--- src/rtl/leaf_pkg.sv ---
// rtl/leaf_pkg.sv - packet layout, buffer state and width helper for the leaf output arbiter
package leaf_pkg;

  localparam int PAYLOAD_BITS_DEF  = 32;
  localparam int NUM_LEAF_BITS_DEF = 5;
  localparam int NUM_PORT_BITS_DEF = 4;
  localparam int NUM_ADDR_BITS_DEF = 7;

  // Field offsets of the default packet, payload in the low bits, valid on top
  localparam int ADDR_LSB = PAYLOAD_BITS_DEF;
  localparam int PORT_LSB = ADDR_LSB + NUM_ADDR_BITS_DEF;
  localparam int LEAF_LSB = PORT_LSB + NUM_PORT_BITS_DEF;
  localparam int VLD_BIT  = LEAF_LSB + NUM_LEAF_BITS_DEF;
  localparam int PACKET_BITS_DEF = VLD_BIT + 1;

  typedef struct packed {
    logic                         vld;
    logic [NUM_LEAF_BITS_DEF-1:0] leaf;
    logic [NUM_PORT_BITS_DEF-1:0] port;
    logic [NUM_ADDR_BITS_DEF-1:0] addr;
    logic [PAYLOAD_BITS_DEF-1:0]  payload;
  } packet_t;

  typedef enum logic {BUF_EMPTY, BUF_FULL} buf_state_t;

  // Packet width implied by the individual field widths
  function automatic int packet_bits(input int leaf_bits, input int port_bits,
                                     input int addr_bits, input int payload_bits);
    return 1 + leaf_bits + port_bits + addr_bits + payload_bits;
  endfunction

endpackage

--- src/rtl/leaf_out_arbiter_rr.sv ---
// rtl/leaf_out_arbiter_rr.sv - combinational round-robin pick starting at a pointer
module rr_arbiter #(
  parameter int NUM_REQ  = 7,
  parameter int IDX_BITS = 3
) (
  input  logic [NUM_REQ-1:0]  req,
  input  logic [IDX_BITS-1:0] ptr,
  output logic [NUM_REQ-1:0]  gnt,
  output logic [IDX_BITS-1:0] idx,
  output logic                found
);

  // Candidate index ptr+k folded back into 0..NUM_REQ-1
  function automatic int wrap_idx(input int p, input int k);
    int s;
    s = p + k;
    if (s >= NUM_REQ) s = s - NUM_REQ;
    return s;
  endfunction

  // Walk the requests from the pointer onwards; the first one seen wins
  always_comb begin
    gnt   = '0;
    idx   = '0;
    found = 1'b0;
    for (int k = 0; k < NUM_REQ; k++) begin
      if (!found && req[wrap_idx(int'(ptr), k)]) begin
        gnt[wrap_idx(int'(ptr), k)] = 1'b1;
        idx   = IDX_BITS'(wrap_idx(int'(ptr), k));
        found = 1'b1;
      end
    end
  end

endmodule

--- src/rtl/leaf_out_arbiter.sv ---
// rtl/leaf_out_arbiter.sv - credit-gated round-robin packetiser of N user streams onto the BFT bus
module leaf_out_arbiter
  import leaf_pkg::*;
#(
  parameter int PAYLOAD_BITS          = PAYLOAD_BITS_DEF,
  parameter int NUM_LEAF_BITS         = NUM_LEAF_BITS_DEF,
  parameter int NUM_PORT_BITS         = NUM_PORT_BITS_DEF,
  parameter int NUM_ADDR_BITS         = NUM_ADDR_BITS_DEF,
  parameter int PACKET_BITS           = PACKET_BITS_DEF,
  parameter int NUM_OUT_PORTS         = 7,
  parameter int CREDIT_BITS           = 8,
  parameter int INIT_CREDIT           = 64,
  parameter int FREESPACE_UPDATE_SIZE = 64
) (
  input  logic                                   clk,
  input  logic                                   reset_n,
  input  logic [NUM_OUT_PORTS*PAYLOAD_BITS-1:0]  din_user2interface,
  input  logic [NUM_OUT_PORTS-1:0]               vld_user2interface,
  output logic [NUM_OUT_PORTS-1:0]               ack_interface2user,
  input  logic [NUM_OUT_PORTS*NUM_LEAF_BITS-1:0] dest_leaf_cfg,
  input  logic [NUM_OUT_PORTS*NUM_PORT_BITS-1:0] dest_port_cfg,
  input  logic                                   credit_upd_vld,
  input  logic [NUM_PORT_BITS-1:0]               credit_upd_port,
  output logic [PACKET_BITS-1:0]                 dout_interface2bft,
  input  logic                                   dout_ready,
  input  logic                                   resend,
  output logic                                   credit_overflow
);

  localparam int IDX_BITS = (NUM_OUT_PORTS > 1) ? $clog2(NUM_OUT_PORTS) : 1;
  localparam logic [CREDIT_BITS:0] CREDIT_MAX = {1'b0, {CREDIT_BITS{1'b1}}};
  localparam logic [CREDIT_BITS:0] UPD_STEP   = (CREDIT_BITS+1)'(FREESPACE_UPDATE_SIZE);
  localparam logic [CREDIT_BITS:0] ONE_CREDIT = (CREDIT_BITS+1)'(1);

  if (packet_bits(NUM_LEAF_BITS, NUM_PORT_BITS, NUM_ADDR_BITS, PAYLOAD_BITS) != PACKET_BITS) begin : g_bad_packet_bits
    $error("PACKET_BITS does not match the sum of the field widths");
  end

  buf_state_t                 state, state_nxt;
  logic [PACKET_BITS-1:0]     pkt;
  logic [CREDIT_BITS-1:0]     credit     [NUM_OUT_PORTS];
  logic [CREDIT_BITS-1:0]     credit_nxt [NUM_OUT_PORTS];
  logic [CREDIT_BITS:0]       credit_sum [NUM_OUT_PORTS];
  logic [NUM_ADDR_BITS-1:0]   addr       [NUM_OUT_PORTS];
  logic [IDX_BITS-1:0]        rr_ptr, arb_idx;
  logic [NUM_OUT_PORTS-1:0]   eligible, arb_gnt;
  logic                       arb_found, grant_en, grant, ovf_hit, ovf_q;
  logic [NUM_LEAF_BITS-1:0]   leaf_sel;
  logic [NUM_PORT_BITS-1:0]   port_sel;
  logic [PAYLOAD_BITS-1:0]    din_sel;

  // A port may compete only while it has data and downstream room
  always_comb begin
    eligible = '0;
    for (int i = 0; i < NUM_OUT_PORTS; i++) begin
      eligible[i] = vld_user2interface[i] && (credit[i] != '0);
    end
  end

  rr_arbiter #(
    .NUM_REQ  (NUM_OUT_PORTS),
    .IDX_BITS (IDX_BITS)
  ) u_rr (
    .req   (eligible),
    .ptr   (rr_ptr),
    .gnt   (arb_gnt),
    .idx   (arb_idx),
    .found (arb_found)
  );

  assign grant_en = !resend && ((state == BUF_EMPTY) || dout_ready);
  assign grant    = grant_en && arb_found;
  assign ack_interface2user = (grant_en && reset_n) ? arb_gnt : '0;

  assign leaf_sel = dest_leaf_cfg[arb_idx*NUM_LEAF_BITS +: NUM_LEAF_BITS];
  assign port_sel = dest_port_cfg[arb_idx*NUM_PORT_BITS +: NUM_PORT_BITS];
  assign din_sel  = din_user2interface[arb_idx*PAYLOAD_BITS +: PAYLOAD_BITS];

  // Buffer occupancy: filled by a grant, emptied by an accepted packet with no refill
  always_comb begin
    state_nxt = state;
    case (state)
      BUF_EMPTY: if (grant) state_nxt = BUF_FULL;
      BUF_FULL:  if (!resend && dout_ready && !grant) state_nxt = BUF_EMPTY;
      default:   state_nxt = BUF_EMPTY;
    endcase
  end

  // Buffer state register
  always_ff @(posedge clk or negedge reset_n) begin
    if (!reset_n) state <= BUF_EMPTY;
    else          state <= state_nxt;
  end

  // Per-port credit arithmetic: grant spends one, update returns a block, clamp on overflow
  always_comb begin
    ovf_hit = 1'b0;
    for (int i = 0; i < NUM_OUT_PORTS; i++) begin
      credit_sum[i] = {1'b0, credit[i]};
      if (grant && (int'(arb_idx) == i)) credit_sum[i] = credit_sum[i] - ONE_CREDIT;
      if (credit_upd_vld && (int'(credit_upd_port) == i)) credit_sum[i] = credit_sum[i] + UPD_STEP;
      if (credit_sum[i] > CREDIT_MAX) begin
        credit_sum[i] = CREDIT_MAX;
        ovf_hit       = 1'b1;
      end
      credit_nxt[i] = credit_sum[i][CREDIT_BITS-1:0];
    end
  end

  // Credit, address and sticky overflow registers
  always_ff @(posedge clk or negedge reset_n) begin
    if (!reset_n) begin
      for (int i = 0; i < NUM_OUT_PORTS; i++) begin
        credit[i] <= CREDIT_BITS'(INIT_CREDIT);
        addr[i]   <= '0;
      end
      ovf_q <= 1'b0;
    end else begin
      for (int i = 0; i < NUM_OUT_PORTS; i++) begin
        credit[i] <= credit_nxt[i];
        if (grant && (int'(arb_idx) == i)) addr[i] <= addr[i] + NUM_ADDR_BITS'(1);
      end
      if (ovf_hit) ovf_q <= 1'b1;
    end
  end

  // Packet register and round-robin pointer advance on each grant
  always_ff @(posedge clk or negedge reset_n) begin
    if (!reset_n) begin
      pkt    <= '0;
      rr_ptr <= '0;
    end else if (grant) begin
      pkt    <= {1'b1, leaf_sel, port_sel, addr[arb_idx], din_sel};
      rr_ptr <= (arb_idx == IDX_BITS'(NUM_OUT_PORTS-1)) ? '0 : arb_idx + IDX_BITS'(1);
    end
  end

  assign dout_interface2bft = ((state == BUF_FULL) && !resend) ? pkt : '0;
  assign credit_overflow    = ovf_q;

endmodule

--- config.mk ---
export PLATFORM = sky130hd
export DESIGN_NAME = leaf_out_arbiter
export DESIGN_NICKNAME = d
export VERILOG_FILES = /design/src/rtl/leaf_pkg.sv /design/src/rtl/leaf_out_arbiter_rr.sv /design/src/rtl/leaf_out_arbiter.sv
export SDC_FILE = /design/constraint.sdc
export NUM_CORES = 1
export LEC_CHECK = 0
export CORE_UTILIZATION = 45
export DETAILED_ROUTE_END_ITERATION = 16
export PLACE_DENSITY = 0.83
export SETUP_SLACK_MARGIN = 0.02
export SYNTH_ARGS = -nofsm -noshare
export SYNTH_HDL_FRONTEND = slang
export SYNTH_SLANG_ARGS = --single-unit
--- constraint.sdc ---
create_clock -name clk -period 6.25 [get_ports clk]
set_input_delay 1.25 -clock clk [delete_from_list [all_inputs] [get_ports clk]]
set_output_delay 1.25 -clock clk [all_outputs]
set_load 0.03 [all_outputs]
==> insert_results.sql, run 1 <==
INSERT INTO impl_metrics (metric_group, metric, value, unit) VALUES
('synthesis', 'syn_area_per_cell', '8.84', 'sq um'),
('global_routing', 'grt_util_all_layers', '35.9', '%'),
('synthesis', 'yosysWarningCount', '0', ''),
('drt', 'num_vias', '13300', ''),
('drt', 'dr_wl_met3', '4590', 'um'),
('global_routing', 'grt_first_pass_wirelength', '77300', 'um'),
('drt', 'route.met2.wl', '24900', 'um'),
('worst_setup_path', 'critPathCaptureType', 'output pin', ''),
('drt', 'drt_wl_total', '52900', 'um'),
('drt', 'drt_drc_violations_left', '0', ''),
('worst_setup_path', 'timing_worst_setup_path_type', 'reg -> out', ''),
('place', 'finalWeightedCongestion', '0.968', ''),
('synthesis', 'synthArstFlopShare', '100', '%'),
('timing', 'timing_hold_violations_final', '0', ''),
('floorplanning', 'start_util', '46.4', '%'),
('place', 'detailed_place_hpwl', '41000', 'um'),
('timing', 'achievable-frequency', '0.166', 'GHz'),
('timing', 'rsz0062_at_grt', 'false', ''),
('floorplanning', 'die-width', '170', 'um'),
('synthesis', 'synthesis.instances', '1429', ''),
('hold_path', 'min_path_cells', '1', ''),
('timing', 'final_setup_violation_count', '0', ''),
('worst_setup_path', 'worstPathArrival', '4.76', 'ns'),
('synthesis', 'synth_flop_cell', 'sky130_fd_sc_hd__dfrtp_1', ''),
('timing', 'fin_tns_setup', '0', 'ns'),
('worst_setup_path', 'maximum_cell_stage_delay_along_the_critical_path', '0.46', 'ns'),
('finish', 'nNetsFinal', '2132', ''),
('synthesis', 'synth_cell_types', '96', ''),
('floorplanning', 'die-height', '170', 'um'),
('clock_network', 'cts_resized', '0', ''),
('drt', 'antenna_violating_nets_post_route', '0', ''),
('timing', 'worst_pin_slew', '1.02', 'ns'),
('synthesis', 'post_synth_top_area_cell', 'sky130_fd_sc_hd__dfrtp_1', ''),
('finish', 'p_r_area_growth_vs_syn', '38.3', '%'),
('finish', 'register_area', '3990', 'sq um'),
('drt', 'drtIter0Drc', '1262', ''),
('place', 'port_buffers', '359', ''),
('clock_network', 'clk_pin_slew_worst_paths', '0.07', 'ns'),
('run_status', 'run_status', 'complete, no violations', ''),
('timing', 'slew_headroom', '31.9', '%'),
('clock_network', 'h-tree-depth', '4', ''),
('drt', 'detail_routed_via_count_per_cell', '6.11', ''),
('run', 'maxCapViolations', '0', ''),
('floorplanning', 'ios', '360', ''),
('worst_setup_path', 'crit_chain', 'buf_4, ha_1, inv_1, ha_2, nand2b_1, a21o_1, mux2_2, o22ai_1, or3_4, or2_2, or3_1, nand2b_1, o311ai_1, a31oi_1, a21oi_2, buf_12', ''),
('drt', 'drt-met1-wl', '21000', 'um'),
('clock_network', 'clock_path_buffers', '2', ''),
('worst_setup_path', 'required', '5.00', 'ns'),
('finish', 'multi_input_comb_area', '8140', 'sq um'),
('finish', 'drive_gt1_share', '10.5', '%'),
('synthesis', 'nets_in_the_synthesized_netlist', '1778', ''),
('global_routing', 'antenna_found_initial', '5', ''),
('clock_network', 'tritoncts.num_buffers', '17', ''),
('drt', 'drtPass1Iterations', '6', ''),
('worst_setup_path', 'crit_fanout', '12', ''),
('floorplanning', 'num_rows', '60', ''),
('worst_setup_path', 'worst_setup_path_start_kind', 'register', ''),
('clock_network', 'clock_sinks', '159', ''),
('drt', 'detail_route.wl_per_cell', '24.4', 'um'),
('timing', 'period_share', '96.2', '%'),
('global_routing', 'grt.overflow.total', '0', ''),
('timing', 'fin_worst_skew', '0.0188', 'ns'),
('synthesis', 'synth_commonest_cells', '190 x sky130_fd_sc_hd__nand2_1, 152 x sky130_fd_sc_hd__dfrtp_1, 116 x sky130_fd_sc_hd__mux2i_1', ''),
('synthesis', 'ys_seq_elements', '159', ''),
('floorplanning', 'core_area', '27300', 'sq um'),
('clock_network', 'total_of_hold_buffers_inserted_after_clock_tree_synthesis', '0', ''),
('clock_network', 'clk-insertion-delay-late', '0.44', 'ns'),
('timing', 'final.hold.worst_slack', '0.471', 'ns'),
('drt', 'maxUsedRoutingLayer', 'met5', ''),
('worst_setup_path', 'worstRegToRegCells', '20', ''),
('clock_network', 'clock_tree_from_tritoncts', 'done', '');
==> cell type report <==
cell class              count  share of cell area (%)
clock inverters            14                   0.859
multi-input cells        1155                    46.6
repair buffers            417                    23.8
inverters                  33                   0.709
flip-flops and latches    159                    22.8
clock buffers              18                    2.51
diodes                      3                  0.0429
well taps                 372                    2.66
==> per-layer routing <==
| layer | vias to the layer above | global-route usage, % |
|---|---|---|
| li1 | 6001 | - |
| met1 | 6463 | 45.6 |
| met2 | 677 | 58.1 |
| met3 | 121 | 7.46 |
| met4 | 6 | 17.1 |
| met5 | - | 0 |
==> stage by stage <==
step                util [%]  setup WS [ns]  cell area, sq um  instances
global route            64.1         0.0217             17500       2169
CTS                     64.0         0.0976             17400       2168
detailed placement      61.8          0.344             16800       2136
global placement        61.8          0.315             16800       2136
finish                  64.1          0.235             17500       2171
floorplan                  -          0.204             12600       1429
==> registers in the layout, indices dropped and copies added, names as in the netlist <==
signal / cells
credit_overflow: 1
pkt: 49
addr: 49
credit: 56
state: 1
rr_ptr: 3
==> layout by cell type, fill, tap and decap left out, types with 14 or more instances in the layout <==
cell                              netlist  routed
sky130_fd_sc_hd__nor4_1                16      16
sky130_fd_sc_hd__nand3_1               52      52
sky130_fd_sc_hd__or3_1                 48      48
sky130_fd_sc_hd__mux2_2                14      14
sky130_fd_sc_hd__o22ai_1               46      46
sky130_fd_sc_hd__nor2_1                61      60
sky130_fd_sc_hd__a22o_1                33      33
sky130_fd_sc_hd__ha_1                  45      43
sky130_fd_sc_hd__clkbuf_16              0      17
sky130_fd_sc_hd__mux2i_1              116     116
sky130_fd_sc_hd__buf_4                  2      53
sky130_fd_sc_hd__nor3_1                18      18
sky130_fd_sc_hd__o21ai_0               35      35
sky130_fd_sc_hd__o211ai_1              21      21
sky130_fd_sc_hd__and2_1                56      56
sky130_fd_sc_hd__xnor2_1               59      59
sky130_fd_sc_hd__nand4_1               29      29
sky130_fd_sc_hd__inv_1                 31      31
sky130_fd_sc_hd__xor2_1                24      23
sky130_fd_sc_hd__nand2_1              190     190
sky130_fd_sc_hd__or2_2                 15      15
sky130_fd_sc_hd__dfrtp_1              152     152
sky130_fd_sc_hd__and3_1                23      23
sky130_fd_sc_hd__a21oi_1               60      59
sky130_fd_sc_hd__clkdlybuf4s50_1        0     351
==> worst max-delay path: cells and delay by family, from the launching register on <==
family	cells	cell delay, ns
compound gates	5	0.98
mux	1	0.24
flops	1	0.39
simple gates	5	1.66
fa+ha+maj	2	0.56
buf+inv	3	0.49
==> logic make-up after synthesis <==
family,Yosys count,share of synthesized area [%]
compound gates,309,17.6
xor+xnor,83,5.75
fa+ha+maj,46,4.61
buf+inv,115,4.57
flops,159,31.6
mux,131,10.6
simple gates,586,25.3
==> final timing paths <==
check                                      startpoint                           to  slack, ns
worst max-delay path            rr_ptr[0]$_DFFE_PN0P_        ack_interface2user[6]       0.24
worst min-delay path              pkt[48]$_DFFE_PN0P_          pkt[48]$_DFFE_PN0P_       0.47
worst max register to register  rr_ptr[0]$_DFFE_PN0P_  credit_overflow$_DFFE_PN0P_       0.67
worst min register to register    pkt[48]$_DFFE_PN0P_          pkt[48]$_DFFE_PN0P_       0.47
max in group asynchronous                     reset_n          addr[0]$_DFFE_PN0P_       3.78
min in group asynchronous                     reset_n          pkt[40]$_DFFE_PN0P_       0.85
Power of run 1 is not shown: default switching activity piles up to over one toggle a cycle in this logic, so the estimate is an artifact.
==> run 2, diff against run 1 <==
GPL_TIMING_DRIVEN = 0   (was default)
==> insert_results.sql, run 2 (synthesized netlist as in run 1, its figures left out) <==
INSERT INTO impl_metrics (metric_group, metric, value, unit) VALUES
('run_status', 'run_status', 'complete, no violations', ''),
('drt', 'detail_route.wl_per_cell', '25.6', 'um'),
('worst_setup_path', 'cp_num_buf_inv', '5', ''),
('global_routing', 'grt_start_max_net_pins', '82', ''),
('worst_setup_path', 'cp_num_cells', '18', ''),
('worst_setup_path', 'worst_path_dominant_cell_family', 'simple AND/OR/NAND/NOR gates', ''),
('floorplanning', 'fp.dieArea', '28800', 'sq um'),
('clock_network', 'clock_path_buffers', '2', ''),
('place', 'finalWeightedCongestion', '0.997', ''),
('global_routing', 'grt.overflow.total', '0', ''),
('worst_setup_path', 'crit_chain', 'buf_4, buf_6, buf_4, nand2_1, ha_2, nand2b_1, mux2_2, mux2i_1, a22oi_2, nand3_2, or2_2, clkbuf_1, or3_1, nand2b_4, nor2_1, a211oi_1, a21oi_1, clkdlybuf4s18_2', ''),
('timing', 'report.final.slew_viol_count', '0', ''),
('finish', 'register_area', '3990', 'sq um'),
('clock_network', 'clk-insertion-delay-late', '0.45', 'ns'),
('timing', 'post-route-min-period', '6.11', 'ns'),
('timing', 'timing_hold_violations_final', '0', ''),
('worst_setup_path', 'cell_repeated_most_along_the_worst_path', 'sky130_fd_sc_hd__buf_4', ''),
('clock_network', 'clock_tree_from_tritoncts', 'done', ''),
('finish', 'regMostFlops', 'credit', ''),
('place', 'detailed_place_hpwl', '44000', 'um'),
('finish', 'largest_registers', 'credit (56), addr (49), pkt (49)', ''),
('drt', 'drtPass1Iterations', '7', ''),
('worst_setup_path', 'critPathCaptureType', 'output pin', ''),
('worst_setup_path', 'worst_setup_path_start_kind', 'register', ''),
('timing', 'period_share', '97.8', '%'),
('floorplanning', 'ios', '360', ''),
('worst_setup_path', 'maximum_cell_stage_delay_along_the_critical_path', '0.44', 'ns'),
('clock_network', 'total_of_hold_buffers_inserted_after_clock_tree_synthesis', '0', ''),
('finish', 'most-common-layout-cells', '351 x sky130_fd_sc_hd__clkdlybuf4s50_1, 189 x sky130_fd_sc_hd__nand2_1, 150 x sky130_fd_sc_hd__dfrtp_1', ''),
('clock_network', 'tritoncts.num_buffers', '17', ''),
('clock_network', 'h-tree-depth', '4', ''),
('clock_network', 'clock_sinks', '159', ''),
('finish', 'filler_cell_count', '2235', ''),
('finish', 'nNetsFinal', '2170', ''),
('drt', 'antenna_violating_nets_post_route', '0', ''),
('timing', 'final_setup_violation_count', '0', ''),
('global_routing', 'first_global_vias', '12900', ''),
('worst_setup_path', 'critical_path.startpoint', 'rr_ptr[0]$_DFFE_PN0P_', ''),
('worst_setup_path', 'critical-path-slowest-cell', 'sky130_fd_sc_hd__dfrtp_1', ''),
('worst_setup_path', 'crit_fanout', '10', ''),
('timing', 'achievable-frequency', '0.164', 'GHz'),
('floorplanning', 'die-height', '170', 'um'),
('drt', 'detail_routed_via_count_per_cell', '6.29', ''),
('run', 'maxCapViolations', '0', ''),
('finish', 'p_r_area_growth_vs_syn', '40.4', '%'),
('worst_setup_path', 'crit-reg2reg-launch', 'rr_ptr[0]$_DFFE_PN0P_', ''),
('drt', 'drt_wl_total', '56700', 'um'),
('clock_network', 'clockRootBuffer', 'sky130_fd_sc_hd__clkbuf_16', ''),
('finish', 'multi_input_comb_area', '8360', 'sq um'),
('worst_setup_path', 'cp-endpoint', 'ack_interface2user[0]', ''),
('timing', 'slew_headroom', '16.0', '%'),
('timing', 'fin_worst_skew', '0.0126', 'ns'),
('worst_setup_path', 'required', '5.00', 'ns'),
('floorplanning', 'core_area', '27300', 'sq um'),
('global_routing', 'grt_util_all_layers', '38.0', '%'),
('worst_setup_path', 'worstPathArrival', '4.86', 'ns'),
('finish', 'commonest_non_fill_non_tap_cell_in_the_layout', 'sky130_fd_sc_hd__clkdlybuf4s50_1', ''),
('floorplanning', 'die-width', '170', 'um'),
('drt', 'drt_drc_violations_left', '0', ''),
('worst_setup_path', 'regToRegSetupSlack', '0.26', 'ns'),
('drt', 'num_vias', '13900', ''),
('floorplanning', 'num_rows', '60', ''),
('clock_network', 'clk_pin_slew_worst_paths', '0.07', 'ns'),
('finish', 'drive_gt1_share', '12.0', '%'),
('place', 'port_buffers', '359', ''),
('worst_setup_path', 'timing_worst_setup_path_type', 'reg -> out', ''),
('floorplanning', 'start_util', '46.4', '%'),
('timing', 'worst_pin_slew', '1.26', 'ns'),
('worst_setup_path', 'timing.rr.end', 'credit[25]$_DFF_PN0_', ''),
('global_routing', 'antenna_found_initial', '3', ''),
('drt', 'drtIter0Drc', '1557', ''),
('finish', 'largest_register_ffs', '56', ''),
('worst_setup_path', 'worstRegToRegCells', '25', ''),
('hold_path', 'path_category_of_the_worst_min_delay_check', 'reg -> reg', ''),
('global_routing', 'grt_first_pass_wirelength', '80600', 'um'),
('timing', 'final.hold.worst_slack', '0.472', 'ns');
run 2: changes by cell type in the layout (fill, tap and decap cells not counted), moves of 4 or more:
| cell | previous run | this run |
|---|---|---|
| sky130_fd_sc_hd__buf_12 | 12 | 0 |
| sky130_fd_sc_hd__buf_2 | 0 | 29 |
| sky130_fd_sc_hd__buf_4 | 53 | 23 |
| sky130_fd_sc_hd__buf_6 | 1 | 15 |
| sky130_fd_sc_hd__clkbuf_1 | 0 | 29 |
| sky130_fd_sc_hd__mux2i_1 | 116 | 112 |
run 2: final cells by class:
class	instances	share of cell area (%)
Multi-Input combinational cell	1156	47.1
Sequential cell	159	22.5
Timing Repair Buffer	377	21.0
Clock buffer	21	2.65
Tap cell	372	2.62
Buffer	77	2.59
Inverter	33	0.733
Clock inverter	11	0.684
Antenna cell	5	0.0705
run 2: worst min path at each step:
stage                              startpoint                  end  cells after the start
final                     pkt[48]$_DFFE_PN0P_  pkt[48]$_DFFE_PN0P_                      1
after global routing      pkt[48]$_DFFE_PN0P_  pkt[48]$_DFFE_PN0P_                      1
after CTS                 pkt[48]$_DFFE_PN0P_  pkt[48]$_DFFE_PN0P_                      1
after detailed placement  pkt[48]$_DFFE_PN0P_  pkt[48]$_DFFE_PN0P_                      1
after global placement    pkt[48]$_DFFE_PN0P_  pkt[48]$_DFFE_PN0P_                      1
after floorplan           pkt[48]$_DFFE_PN0P_  pkt[48]$_DFFE_PN0P_                      1
run 2: repair_timing:
| item | 4_1_cts | 5_1_grt |
|---|---|---|
| resized for setup | 50 | 46 |
| pin swaps | 5 | 6 |
| buffers inserted | 10 | 7 |
| gates cloned | 1 | 0 |
| setup endpoints to repair | 76 | 21 |
run 2: metrics by stage:
step	area, sq um	instances	utilization (%)	TNS [ns]	worst slack (ns)
after global routing	17700	2207	65.1	-0.0539	-0.0239
final	17700	2211	65.1	0	0.136
after global placement	16700	2160	61.3	-493.14	-5.07
after floorplan	12600	1429	-	0	0.204
after detailed placement	16700	2161	61.4	-35.42	-1.91
after CTS	17500	2201	64.3	0	0.00757
run 2: metal layers:
metal	share of wire, %	global-route usage [%]	vias up	wire (um)
met5	0	0	-	0
met3	12	9.31	163	6990
met4	5.3	18.6	0	3010
met1	38	50.0	6701	21700
met2	44	58.2	987	24900
li1	-	-	6064	-
Power of run 2 is left out for the same reason.
